`src/rtl/morpher_refill_pkg.sv`:
```
// Shared constants and types for the morpher line-refill sequencer.
//   - Line and beat geometry (32-byte line, four 8-byte beats).
//   - Line-align mask applied to the latched request address.
//   - Sequencer state encoding and the latched request payload.
package morpher_refill_pkg;

  localparam int unsigned ADDR_W     = 64;
  localparam int unsigned LINE_BYTES = 32;
  localparam int unsigned BEAT_BYTES = 8;
  localparam int unsigned BEATS      = LINE_BYTES / BEAT_BYTES;
  localparam int unsigned BEAT_IDX_W = 2;
  localparam int unsigned LINE_W     = LINE_BYTES * 8;
  localparam int unsigned BEAT_W     = BEAT_BYTES * 8;

  // Bit position of the critical-beat index inside a byte address
  localparam int unsigned CRIT_LSB   = 3;

  // Clears the byte-within-line offset of an address
  localparam logic [ADDR_W-1:0] LINE_ALIGN_MASK = ~ADDR_W'(LINE_BYTES - 1);

  typedef enum logic [1:0] {
    IDLE   = 2'd0,
    ISSUE  = 2'd1,
    STREAM = 2'd2
  } state_e;

  // Request fields held for the lifetime of one refill
  typedef struct packed {
    logic [ADDR_W-1:0] addr;
    logic [ADDR_W-1:0] addr_taint;
  } req_lat_t;

endpackage

```
`src/rtl/morpher_line_serializer.sv`:
```
// Line buffer and beat serializer for one refilled cache line.
// Holds the captured 256-bit line plus its taint, and walks a wrapping beat
// pointer starting at the critical beat.
//   clock, reset      : clock and synchronous active-low reset
//   init_i/init_ptr_i : load the starting beat and clear the beat counter
//   capture_i         : latch line_i/line_taint_i into the buffers
//   advance_i         : one beat has been transferred
//   beat_*_o          : current beat data, taint, index and last flag
module morpher_line_serializer
  import morpher_refill_pkg::*;
(
  input  logic                  clock,
  input  logic                  reset,
  input  logic                  init_i,
  input  logic [BEAT_IDX_W-1:0] init_ptr_i,
  input  logic                  capture_i,
  input  logic [LINE_W-1:0]     line_i,
  input  logic [LINE_W-1:0]     line_taint_i,
  input  logic                  advance_i,
  output logic [BEAT_W-1:0]     beat_data_o,
  output logic [BEAT_W-1:0]     beat_taint_o,
  output logic [BEAT_IDX_W-1:0] beat_idx_o,
  output logic                  beat_last_o
);

  logic [LINE_W-1:0]     data_q, data_d;
  logic [LINE_W-1:0]     taint_q, taint_d;
  logic [BEAT_IDX_W-1:0] ptr_q, ptr_d;
  logic [BEAT_IDX_W-1:0] count_q, count_d;

  // Next-state for buffers and beat pointer/counter
  always_comb begin
    data_d  = data_q;
    taint_d = taint_q;
    ptr_d   = ptr_q;
    count_d = count_q;

    if (init_i) begin
      ptr_d   = init_ptr_i;
      count_d = '0;
    end else if (advance_i) begin
      // Pointer is exactly BEAT_IDX_W wide so 3 -> 0 wraps naturally
      ptr_d   = ptr_q + BEAT_IDX_W'(1);
      count_d = count_q + BEAT_IDX_W'(1);
    end

    if (capture_i) begin
      data_d  = line_i;
      taint_d = line_taint_i;
    end
  end

  // State registers
  always_ff @(posedge clock) begin
    if (!reset) begin
      data_q  <= '0;
      taint_q <= '0;
      ptr_q   <= '0;
      count_q <= '0;
    end else begin
      data_q  <= data_d;
      taint_q <= taint_d;
      ptr_q   <= ptr_d;
      count_q <= count_d;
    end
  end

  // Beat mux driven purely from registers
  assign beat_data_o  = data_q[BEAT_W*ptr_q +: BEAT_W];
  assign beat_taint_o = taint_q[BEAT_W*ptr_q +: BEAT_W];
  assign beat_idx_o   = ptr_q;
  assign beat_last_o  = (count_q == BEAT_IDX_W'(BEATS - 1));

endmodule

```
`src/rtl/morpher_refill_sequencer.sv`:
```
// Line-refill front end for the memory morpher.
// Accepts one refill request, issues a single-cycle line read to the morpher,
// captures the returned line and streams it back critical-word-first as four
// 64-bit beats under a ready/valid handshake.
//   clock, reset            : clock and synchronous active-low reset
//   req_*                   : core-side request (valid/ready, addr, taint, id)
//   mm_*                    : morpher read strobe, address, taint and data
//   resp_*                  : beat stream (valid/ready, data, taint, id, beat, last)
//   busy                    : a refill is in flight
module morpher_refill_sequencer
  import morpher_refill_pkg::*;
#(
  parameter int unsigned ID_W = 4
) (
  input  logic              clock,
  input  logic              reset,
  input  logic              req_valid,
  output logic              req_ready,
  input  logic [ADDR_W-1:0] req_addr,
  input  logic [ADDR_W-1:0] req_addr_taint,
  input  logic [ID_W-1:0]   req_id,
  output logic              mm_valid,
  output logic              mm_valid_taint,
  output logic [ADDR_W-1:0] mm_addr,
  output logic [ADDR_W-1:0] mm_addr_taint,
  output logic [LINE_W-1:0] mm_data_in,
  output logic [LINE_W-1:0] mm_data_in_taint,
  input  logic [LINE_W-1:0] mm_data_out,
  input  logic [LINE_W-1:0] mm_data_out_taint,
  output logic              resp_valid,
  input  logic              resp_ready,
  output logic [BEAT_W-1:0] resp_data,
  output logic [BEAT_W-1:0] resp_data_taint,
  output logic [ID_W-1:0]   resp_id,
  output logic [1:0]        resp_beat,
  output logic              resp_last,
  output logic              busy
);

  state_e    state_q, state_d;
  req_lat_t  req_q;
  logic [ID_W-1:0] id_q;

  logic accept;
  logic capture;
  logic advance;
  logic addr_tainted;

  logic [BEAT_W-1:0]     beat_data;
  logic [BEAT_W-1:0]     beat_taint;
  logic [BEAT_IDX_W-1:0] beat_idx;
  logic                  beat_last;

  assign addr_tainted = |req_q.addr_taint;

  // Next-state and handshake/strobe decode
  always_comb begin
    state_d         = state_q;
    accept          = 1'b0;
    capture         = 1'b0;
    advance         = 1'b0;
    req_ready       = 1'b0;
    mm_valid        = 1'b0;
    resp_valid      = 1'b0;
    resp_data       = '0;
    resp_data_taint = '0;
    resp_beat       = '0;
    resp_last       = 1'b0;

    unique case (state_q)
      IDLE: begin
        req_ready = 1'b1;
        if (req_valid) begin
          accept  = 1'b1;
          state_d = ISSUE;
        end
      end
      ISSUE: begin
        // Morpher samples mid-cycle; line is captured at the closing edge
        mm_valid = 1'b1;
        capture  = 1'b1;
        state_d  = STREAM;
      end
      STREAM: begin
        resp_valid      = 1'b1;
        resp_data       = beat_data;
        resp_data_taint = beat_taint;
        resp_beat       = beat_idx;
        resp_last       = beat_last;
        if (resp_ready) begin
          advance = 1'b1;
          if (beat_last) begin
            state_d = IDLE;
          end
        end
      end
      default: state_d = IDLE;
    endcase
  end

  // FSM state and request latch
  always_ff @(posedge clock) begin
    if (!reset) begin
      state_q <= IDLE;
      req_q   <= '0;
      id_q    <= '0;
    end else begin
      state_q <= state_d;
      if (accept) begin
        req_q.addr       <= req_addr;
        req_q.addr_taint <= req_addr_taint;
        id_q             <= req_id;
      end
    end
  end

  // Morpher-side fields hold their last request value between refills
  assign mm_valid_taint   = addr_tainted;
  assign mm_addr          = req_q.addr & LINE_ALIGN_MASK;
  assign mm_addr_taint    = req_q.addr_taint;
  assign mm_data_in       = '0;
  assign mm_data_in_taint = {LINE_W{addr_tainted}};

  assign resp_id = id_q;
  assign busy    = (state_q != IDLE);

  morpher_line_serializer u_serializer (
    .clock        (clock),
    .reset        (reset),
    .init_i       (accept),
    .init_ptr_i   (req_addr[CRIT_LSB +: BEAT_IDX_W]),
    .capture_i    (capture),
    .line_i       (mm_data_out),
    .line_taint_i (mm_data_out_taint),
    .advance_i    (advance),
    .beat_data_o  (beat_data),
    .beat_taint_o (beat_taint),
    .beat_idx_o   (beat_idx),
    .beat_last_o  (beat_last)
  );

endmodule

```
`config.mk`:
```
export PLATFORM = sky130hd
export DESIGN_NAME = morpher_refill_sequencer
export DESIGN_NICKNAME = d
export VERILOG_FILES = /design/src/rtl/morpher_refill_pkg.sv /design/src/rtl/morpher_line_serializer.sv /design/src/rtl/morpher_refill_sequencer.sv
export SDC_FILE = /design/constraint.sdc
export NUM_CORES = 1
export LEC_CHECK = 0
export ABC_AREA = 1
export BUFFER_PORTS_ARGS = -buffer_cell sky130_fd_sc_hd__clkbuf_2
export CELL_PAD_IN_SITES_DETAIL_PLACEMENT = 0
export CELL_PAD_IN_SITES_GLOBAL_PLACEMENT = 1
export CORE_AREA = 2 2 548 550
export CTS_CLUSTER_DIAMETER = 50
export DETAILED_ROUTE_END_ITERATION = 8
export DIE_AREA = 0 0 550 552
export PLACE_DENSITY_LB_ADDON = 0.2
export SETUP_SLACK_MARGIN = 0.4
export SLEW_MARGIN = 30
export SYNTH_ARGS = -nofsm -noshare
export SYNTH_HDL_FRONTEND = slang
export SYNTH_HIERARCHICAL = 1
export SYNTH_SLANG_ARGS = --single-unit
export TNS_END_PERCENT = 20
```
`constraint.sdc`:
```
create_clock -name clock -period 7.4 [get_ports clock]
set_input_delay 0.37 -clock clock [delete_from_list [all_inputs] [get_ports clock]]
set_output_delay 0.37 -clock clock [all_outputs]
set_load 0.05 [all_outputs]
```
**Word level (Yosys, flattened, before mapping)**

Index checks and enable logic that the tools add are counted.

- Word-level logic and storage cells: 42
- Output and inout bits: 780
- Bits in registers: 650
- Input port bits: 648

- $add $sub $neg: 2
- Eq/ne operators: 6
- Shifts and indexed selects: 2
- Bitwise operators: 1
- Multiplexer cells: 17
- Reduce and logical (&&, ||, !) cells: 6

Operators with widths:

| kind | number |
|---|---|
| $shiftx A256 B9 Y64 | 2 |
| $mux W64 | 2 |
| $reduce_or A64 Y1 | 1 |
| $mux W2 | 6 |
| $mux W1 | 8 |
| $ne A2 B2 Y1 const B | 3 |
| $pmux W2 S3 | 1 |
| $add A2 B1 Y2 const B | 2 |
| $eq A2 B2 Y1 const B | 2 |
| $reduce_bool A2 Y1 | 2 |
| $reduce_and A3 Y1 | 1 |
| $eq A2 B1 Y1 const B | 1 |
| $logic_not A2 Y1 | 1 |
| $reduce_or A2 Y1 | 1 |
| $not A1 Y1 | 1 |

**Depth between registers and ports, before layout**

Gate-level depths: netlist of the first run.

- Depth in word-level cells: 4
- Depth in mapped cells: 11
- Depth with buffers taken out: 8

**Hierarchy**

The synthesis of the first run kept the hierarchy.

By module, submodules not included:

| module | instances | sequential area each (sq um) | area each (sq um) | cells each |
|---|---|---|---|---|
| morpher_line_serializer | 1 | 10329.9 | 21948.6 | 3099 |
| morpher_refill_sequencer | 1 | 2582.5 | 9846.9 | 1425 |

**Worst setup path before layout of the first run**

No wires, ideal clock.

- Path type: register to output
- Start: reg req_q (netlist bit mm_addr_taint[23])
- End: out mm_data_in_taint[0]
- Arrival: 5.970 ns
- Cell stages (with the launch flop): 8
- Setup slack: 1.060 ns
- Buffers on the path: 1
- Data required time: 7.030 ns
- Cells stage by stage: dfxtp_1 -> nor2_1 -> nand2_1 -> nor2_1 -> nand2_1 -> nor2_1 -> nand2_1 -> buf_4

- Word-level cells in the longest chain between the ends: 1

RTL lines:

| element | line | source |
|---|---|---|
| start, declared | morpher_refill_sequencer.sv:41 | `req_lat_t req_q;` |
| $reduce_or A64 Y1 | morpher_refill_sequencer.sv:54 | `assign addr_tainted = \|req_q.addr_taint;` |
| end, declared | morpher_refill_sequencer.sv:27 | `output logic [LINE_W-1:0] mm_data_in_taint,` |

Every way passes these cells.

**Worst setup path after layout of the first run**

- Start: reg u_serializer.ptr_q[0] (netlist: u_serializer/beat_idx_o[0])
- End: out resp_data_taint[56]

- Word-level cells in the longest chain between the ends: 2

RTL lines:

| element | line | source |
|---|---|---|
| start, declared | morpher_line_serializer.sv:28 | `logic [BEAT_IDX_W-1:0] ptr_q, ptr_d;` |
| start signal, assigned | morpher_line_serializer.sv:63 | `ptr_q <= ptr_d;` |
| $shiftx A256 B9 Y64 | morpher_line_serializer.sv:70 | `assign beat_taint_o = taint_q[BEAT_W*ptr_q +: BEAT_W];` |
| named net beat_taint[56] | morpher_refill_sequencer.sv:50 | `logic [BEAT_W-1:0] beat_taint;` |
| $mux W64 | morpher_refill_sequencer.sv:70 | `unique case (state_q)` |
| end, declared | morpher_refill_sequencer.sv:33 | `output logic [BEAT_W-1:0] resp_data_taint,` |

The timed path passes the listed nets, and every way through them passes these cells.

==> impl_metrics.yaml, run 1 <==
outcome:
  status: "complete, no violations"
finish:
  layout-drive-gt1-share_pct: 25.0
  area_delta_synth_final_pct: 58.4
  nets: 6606
clock_tree:
  cts_sinks: 645
  cts_buffers: 155
  worstSkewPairLatency_ps: 810
  cts_tree: "done"
  clkSlewWorstSetupHoldPaths_ps: 50
  ctsHtreeMaxLevel: 4
  clockRootBuffer: "clkbuf_16"
  hold_buffers: 638
  clockBufferDepth: 4
  cts_setup_buffers: 0
  cts_resized: 0
yosys:
  synth_mux_area_share_pct: 0
  synth_top_area_share_pct: 40.6
  ys_seq_area_share_pct: 40.6
  yosys-top-cells-area: "dfxtp_1, nor2_1, buf_4"
  synth_compound_area_share_pct: 17.2
  synth_top_family_by_area: "buffers and inverters"
  avgSynthCellArea_um2: 7.03
  synth_area_mm2: 0.0318
  synthCells: 4524
  yosysWarnings: 6
  synth_xor_area_share_pct: 0.0275
  synthAdderAreaFrac_pct: 0.0394
  yosysTopAreaCell: "dfxtp_1"
  synthSimpleGateAreaFrac_pct: 21.0
  ys_seq_elements: 645
  yosysUniqueCellTypes: 27
detailed_routing:
  drc: 0
  routed_wl_mm: 179
  drtIter0Drc: 1453
  antenna_left: 0
  wire_per_inst_um: 17.7
  viasPerCell: 3.32
  vias: 33455
  drt_first_pass_iters: 4
floorplanning:
  start_util_pct: 10.7
  num_rows: 201
  die_h_um: 552
  die_area_mm2: 0.304
  chipWidth_um: 550
  io_pins: 1428
  core_mm2: 0.298
global_routing:
  grt_use_total_pct: 11.3
  grt_pass1_vias: 33547
  use_met1_pct: 13.5
  grt_max_degree: 253
  antenna_found_initial: 66
  busiest_layer: "met2"
  use_met2_pct: 19.3
  use_met3_pct: 3.01
  grt_pass1_wl_mm: 250
  gr-total-overflow: 0
hold_path:
  hold_end: "u_serializer/taint_q[130]"
  hold_start: "mm_data_out_taint[130]"
  hold_depth: 3
  hold_path_class: "in -> reg"
timing:
  rsz0062_at_grt: "false"
  fmax_ghz: 0.240
  period_share_pct: 56.2
  setup_viol: 0
  worst_pin_slew_ps: 1130
  hold_ws_ps: 54.9
  period_minus_slack_ps: 4160
  skew_ps: 37.5
  finalHoldViolCount: 0
  slew_headroom_pct: 24.7
  drv_slew: 0
  tns_ps: 0
worst_setup_path:
  r2r_slack_ps: 3900
  required_ps: 7030
  r2r_cells: 7
  critPathLaunchType: "register"
  end_kind: "primary output"
  path_max_fanout: 131
  timing.rr.start: "state_q[0]"
  r2r_end: "u_serializer/taint_q[234]"
  worstSetupPathType: "reg -> out"
  crit_arrival_ps: 3790
placed_design:
  portBuffers: 1163
  gp_congestion: 0.768
  place_hpwl_mm: 128
pwr:
  peakVddDrop_v: 0.000169
  powerDensity_mw_per_mm2: 273
  p_leak_nw: 23.2
run:
  maxCapViolCount: 0
-- metrics by stage --
step | power [mW] | setup WS [ps] | cells | cell area (µm²) | utilization (%)
3_3_place_gp | 6.22 | 3780 | 9118 | 38400 | 12.9
4_1_cts | 14.1 | 2880 | 10036 | 50200 | 16.8
6_report | 13.8 | 3240 | 10071 | 50400 | 16.9
2_1_floorplan | 5.56 | 1060 | 4784 | 32800 | -
3_5_place_dp | 6.21 | 3750 | 9119 | 38400 | 12.9
5_1_grt | 14.5 | 2920 | 10064 | 50300 | 16.9
-- power breakdown --
group,internal (mW),switching (mW),total [mW]
Combinational,0.743,1.75,2.49
Clock,4.91,2.45,7.36
Sequential,3.77,0.147,3.92
-- synthesized netlist by cell type (all sizes together) --
master  count
a21oi     131
nor2     1461
inv       271
nand2     288
buf       686
o21ai     767
xnor2       1
nand3       1
clkbuf    142
ha          1
dfxtp     645
conb        1
o211ai    128
nand4       1
-- critical path, stage by stage (launching register included) --
cell and delay, ps:
dfxtp_4 400, inv_16 320, buf_12 350, o211ai_1 500, nand2_1 190, inv_1 60, nor2_1 280, clkbuf_2 350
-- layer usage --
metal	routed length [µm]	share of wire, %
met5	65	0.036
met1	76100	43
met3	11500	6.4
met2	84600	47
met4	6460	3.6
-- final cells by class --
| class | count | area [µm²] |
|---|---|---|
| Timing Repair Buffer | 1844 | 12700 |
| Clock inverter | 73 | 1040 |
| Tap cell | 3958 | 4950 |
| Multi-Input combinational cell | 3040 | 13200 |
| Antenna cell | 34 | 85.1 |
| Clock buffer | 206 | 4440 |
| Sequential cell | 645 | 12900 |
| Fill cell | 34433 | 248000 |
| Inverter | 271 | 1070 |
-- cell usage in the layout (no fill, tap or decap), types with 5 or more instances in the layout --
cell | Yosys | routed
nor2_1 | 1421 | 1420
clkbuf_2 | 1 | 1162
o21ai_0 | 684 | 682
dfxtp_1 | 645 | 643
dlygate4sd3_1 | 0 | 638
nand2_1 | 287 | 286
inv_1 | 267 | 267
conb_1 | 1 | 261
clkbuf_16 | 0 | 158
a21oi_1 | 131 | 131
o211ai_1 | 128 | 128
o21ai_1 | 83 | 85
nor2_2 | 40 | 40
diode_2 | 0 | 34
clkbuf_8 | 1 | 31
buf_4 | 561 | 31
clkinv_2 | 0 | 25
bufinv_16 | 0 | 20
clkbuf_1 | 140 | 17
clkinvlp_4 | 0 | 12
buf_12 | 5 | 10
inv_6 | 2 | 6
clkinv_4 | 0 | 5
-- sequential cells by signal, indices dropped and copies added (netlist names) --
name / cells
mm_addr: 59
u_serializer/data_q: 256
mm_addr_taint: 64
u_serializer/beat_idx_o: 2
state_q: 2
resp_id: 4
u_serializer/count_q: 2
u_serializer/taint_q: 256
-- worst max-delay path by stage --
stage                                           from             endpoint  cells after the start  slack, ps
after floorplan                    mm_addr_taint[23]  mm_data_in_taint[0]                      7       1060
after global placement    u_serializer/beat_idx_o[0]   resp_data_taint[2]                      7       3780
after detailed placement  u_serializer/beat_idx_o[0]   resp_data_taint[2]                      7       3750
after CTS                 u_serializer/beat_idx_o[0]   resp_data_taint[2]                      7       2880
after global routing      u_serializer/beat_idx_o[0]   resp_data_taint[2]                      7       2920
final                     u_serializer/beat_idx_o[0]  resp_data_taint[56]                      7       3240
-- logic make-up after synthesis --
family                   Yosys count
AND/OR/NAND/NOR                 1751
buffers and inverters           1099
AO/OA/AOI/OAI                   1026
flip-flops                       645
XOR/XNOR                           1
adder cells (fa/ha/maj)            1
other                              1
Power figures use the tool's default switching activity.
==> inputs of run 2 (changes only) <==
ABC_AREA = 0   (was 1)
CORE_AREA = 2 2 552 554   (was 2 2 548 550)
DIE_AREA = 0 0 554 556   (was 0 0 550 552)
clock period = 4.2 ns   (was 7.4 ns; I/O delays follow)
==> run 2 against run 1 <==
Net effect:
- cell count is 13% lower
- hold slack lost 36 ps
- wire length shrank 15%
- area after synthesis grew 1.3%
- non-clock buffer count grew 47
- flip-flop and latch count unchanged
- final area is 2.7% higher
- clock-buffer cell count fell by 2
- largest power group unchanged
==> impl_metrics.yaml, run 2 <==
outcome:
  status: "complete, no violations"
floorplanning:
  chipWidth_um: 554
  core_mm2: 0.302
  die_h_um: 556
  die_area_mm2: 0.308
  num_rows: 202
  io_pins: 1428
  start_util_pct: 10.7
timing:
  finalHoldViolCount: 0
  period_minus_slack_ps: 3700
  fmax_ghz: 0.270
  setup_viol: 0
  slew_headroom_pct: 37.0
  drv_slew: 0
  skew_ps: 55.4
  worst_pin_slew_ps: 945
  period_share_pct: 88.2
  rsz0062_at_grt: "false"
  tns_ps: 0
finish:
  layout_commonest_cell: "clkbuf_2"
  final_cell_mix: "clkbuf_2, dlygate4sd3_1, dfxtp_1"
  layout-drive-gt1-share_pct: 33.3
  fillerInstances: 33881
  stdcell_count: 8781
  multi_input_area_mm2: 0.0153
  area_delta_synth_final_pct: 60.6
  seq_area_mm2: 0.0129
  nets: 5308
global_routing:
  grt_pass1_wl_mm: 209
  gr-total-overflow: 0
  grt_max_degree: 257
  grt_pass1_vias: 27169
  antenna_found_initial: 73
  grt_use_total_pct: 9.40
yosys:
  avgSynthCellArea_um2: 10.5
  synth_edf_count: 0
  synthTopCellsByCount: "dfxtp_1, buf_4, nor2b_1"
  synth_top_area_share_pct: 40.1
  synthCells: 3073
  ys_seq_area_share_pct: 40.1
  yosys-top-cells-area: "dfxtp_1, mux2i_1, buf_4"
  synth_area_mm2: 0.0322
  yosysUniqueCellTypes: 30
  ys_seq_elements: 645
  ys.flop_type: "dfxtp_1"
  yosysWarnings: 6
  yosysTopAreaCell: "dfxtp_1"
  async_reset_ff_share_pct: 0
  yosysMostFrequentCell: "dfxtp_1"
hold_path:
  hold_path_class: "in -> reg"
  hold_start: "reset"
  hold_depth: 2
  hold_end: "mm_addr_taint[30]"
worst_setup_path:
  timing.rr.start: "state_q[1]"
  worstSetupPathType: "reg -> out"
  r2r_slack_ps: 1220
  crit_buf_inv: 3
  crit_arrival_ps: 3490
  path_delay_family: "simple AND/OR/NAND/NOR gates"
  slowest_delay_ps: 620
  path_max_fanout: 220
  cp_cell_sequence: "nor4_1, nand4_1, or4_4, buf_12, buf_16, clkbuf_2"
  r2r_cells: 7
  required_ps: 3990
  end_kind: "primary output"
  r2r_end: "mm_addr_taint[13]"
  worst_path_max_delay_cell: "or4_4"
  critPathLaunchType: "register"
clock_tree:
  clockRootBuffer: "clkbuf_16"
  cts_setup_buffers: 0
  clockBufferDepth: 4
  worstSkewPairLatency_ps: 780
  clkSlewWorstSetupHoldPaths_ps: 50
  ctsHtreeMaxLevel: 4
  cts_tree: "done"
  cts_sinks: 645
  cts_buffers: 151
detailed_routing:
  routed_wl_mm: 152
  drtIter0Drc: 725
  drc: 0
  drt_first_pass_iters: 4
  antenna_left: 0
  viasPerCell: 3.01
  wire_per_inst_um: 17.3
  vias: 26429
pwr:
  powerDensity_mw_per_mm2: 438
  p_leak_nw: 20.7
  peakVddDrop_v: 0.000242
placed_design:
  place_hpwl_mm: 114
  gp_congestion: 0.758
  dp_cells: 7803
  portBuffers: 1163
run:
  maxCapViolCount: 0
[run 2: changes by cell type in the layout (fill, tap and decap cells not counted), moves of 40 or more]
| cell | change |
|---|---|
| dlygate4sd3_1 | +41 |
| and2_1 | +133 |
| nor2_2 | -40 |
| a21oi_1 | -130 |
| nor2_1 | -1417 |
| mux4_2 | +128 |
| a21boi_1 | +111 |
| o21ai_0 | -682 |
| mux2i_1 | +513 |
| nor2b_1 | +513 |
| o21ai_1 | -85 |
| inv_1 | -265 |
| o211ai_1 | -128 |
[run 2: how the worst max path moves through the flow]
stage                            from                     to  slack [ps]  depth (start not counted)
CTS                 mm_addr_taint[32]  mm_data_in_taint[201]         460                          5
global route        mm_addr_taint[19]  mm_data_in_taint[246]         400                          6
finish              mm_addr_taint[19]  mm_data_in_taint[201]         500                          6
floorplan           mm_addr_taint[32]    mm_data_in_taint[0]        1250                          4
detailed placement  mm_addr_taint[52]  mm_data_in_taint[201]        1230                          6
global placement    mm_addr_taint[52]  mm_data_in_taint[170]        1230                          6
[run 2: power by group]
part	total [mW]	switching (mW)	internal, mW
logic	3.59	2.13	1.47
registers	6.73	0.251	6.48
clock network	12.3	4.13	8.22
[run 2: routing by layer]
| layer | up-vias | part of all wire, % | track usage (%) |
|---|---|---|---|
| met5 | - | 0.20 | 0 |
| met1 | 12321 | 41 | 11.1 |
| met2 | 1019 | 47 | 15.5 |
| met3 | 283 | 9.0 | 3.75 |
| met4 | 50 | 2.8 | 2.92 |
| li1 | 12756 | - | - |
[run 2: timing repair]
action,4_1_cts,5_1_grt
gates resized for setup,2,10
endpoints found under the hold margin,644,0
pin swaps,0,0
endpoints found under the setup margin,184,121
hold buffers,679,0
[run 2: stage by stage]
stage | hold slack [ps] | setup WS, ps | cell area [µm²] | utilization [%] | total power [mW]
floorplan | 345 | 1250 | 33200 | - | 9.10
global placement | 436 | 1230 | 39500 | 13.1 | 9.91
detailed placement | 440 | 1230 | 39600 | 13.1 | 9.93
CTS | 0.763 | 459 | 51600 | 17.1 | 23.3
global route | 14.8 | 400 | 51700 | 17.1 | 23.7
finish | 19.1 | 495 | 51700 | 17.1 | 22.7
[run 2: cells by family (layout without fill, tap and decap cells)]
family,Yosys count,in the layout,synth area share (%)
AO/OA/AOI/OAI,131,131,3.07
adder cells (fa/ha/maj),1,1,0.0388
buffers and inverters,721,2162,15.7
flip-flops,645,645,40.1
other,1,290,0.0116
AND/OR/NAND/NOR,931,931,16.1
multiplexers,641,641,24.9
XOR/XNOR,2,2,0.0544
[run 2: layout make-up]
type	count	share of cell area [%]
Antenna cell	29	0.140
Clock buffer	204	8.26
Clock inverter	64	1.79
Inverter	3	0.0266
Multi-Input combinational cell	1967	29.5
Sequential cell	645	25.0
Tap cell	3978	9.63
Timing Repair Buffer	1891	25.7
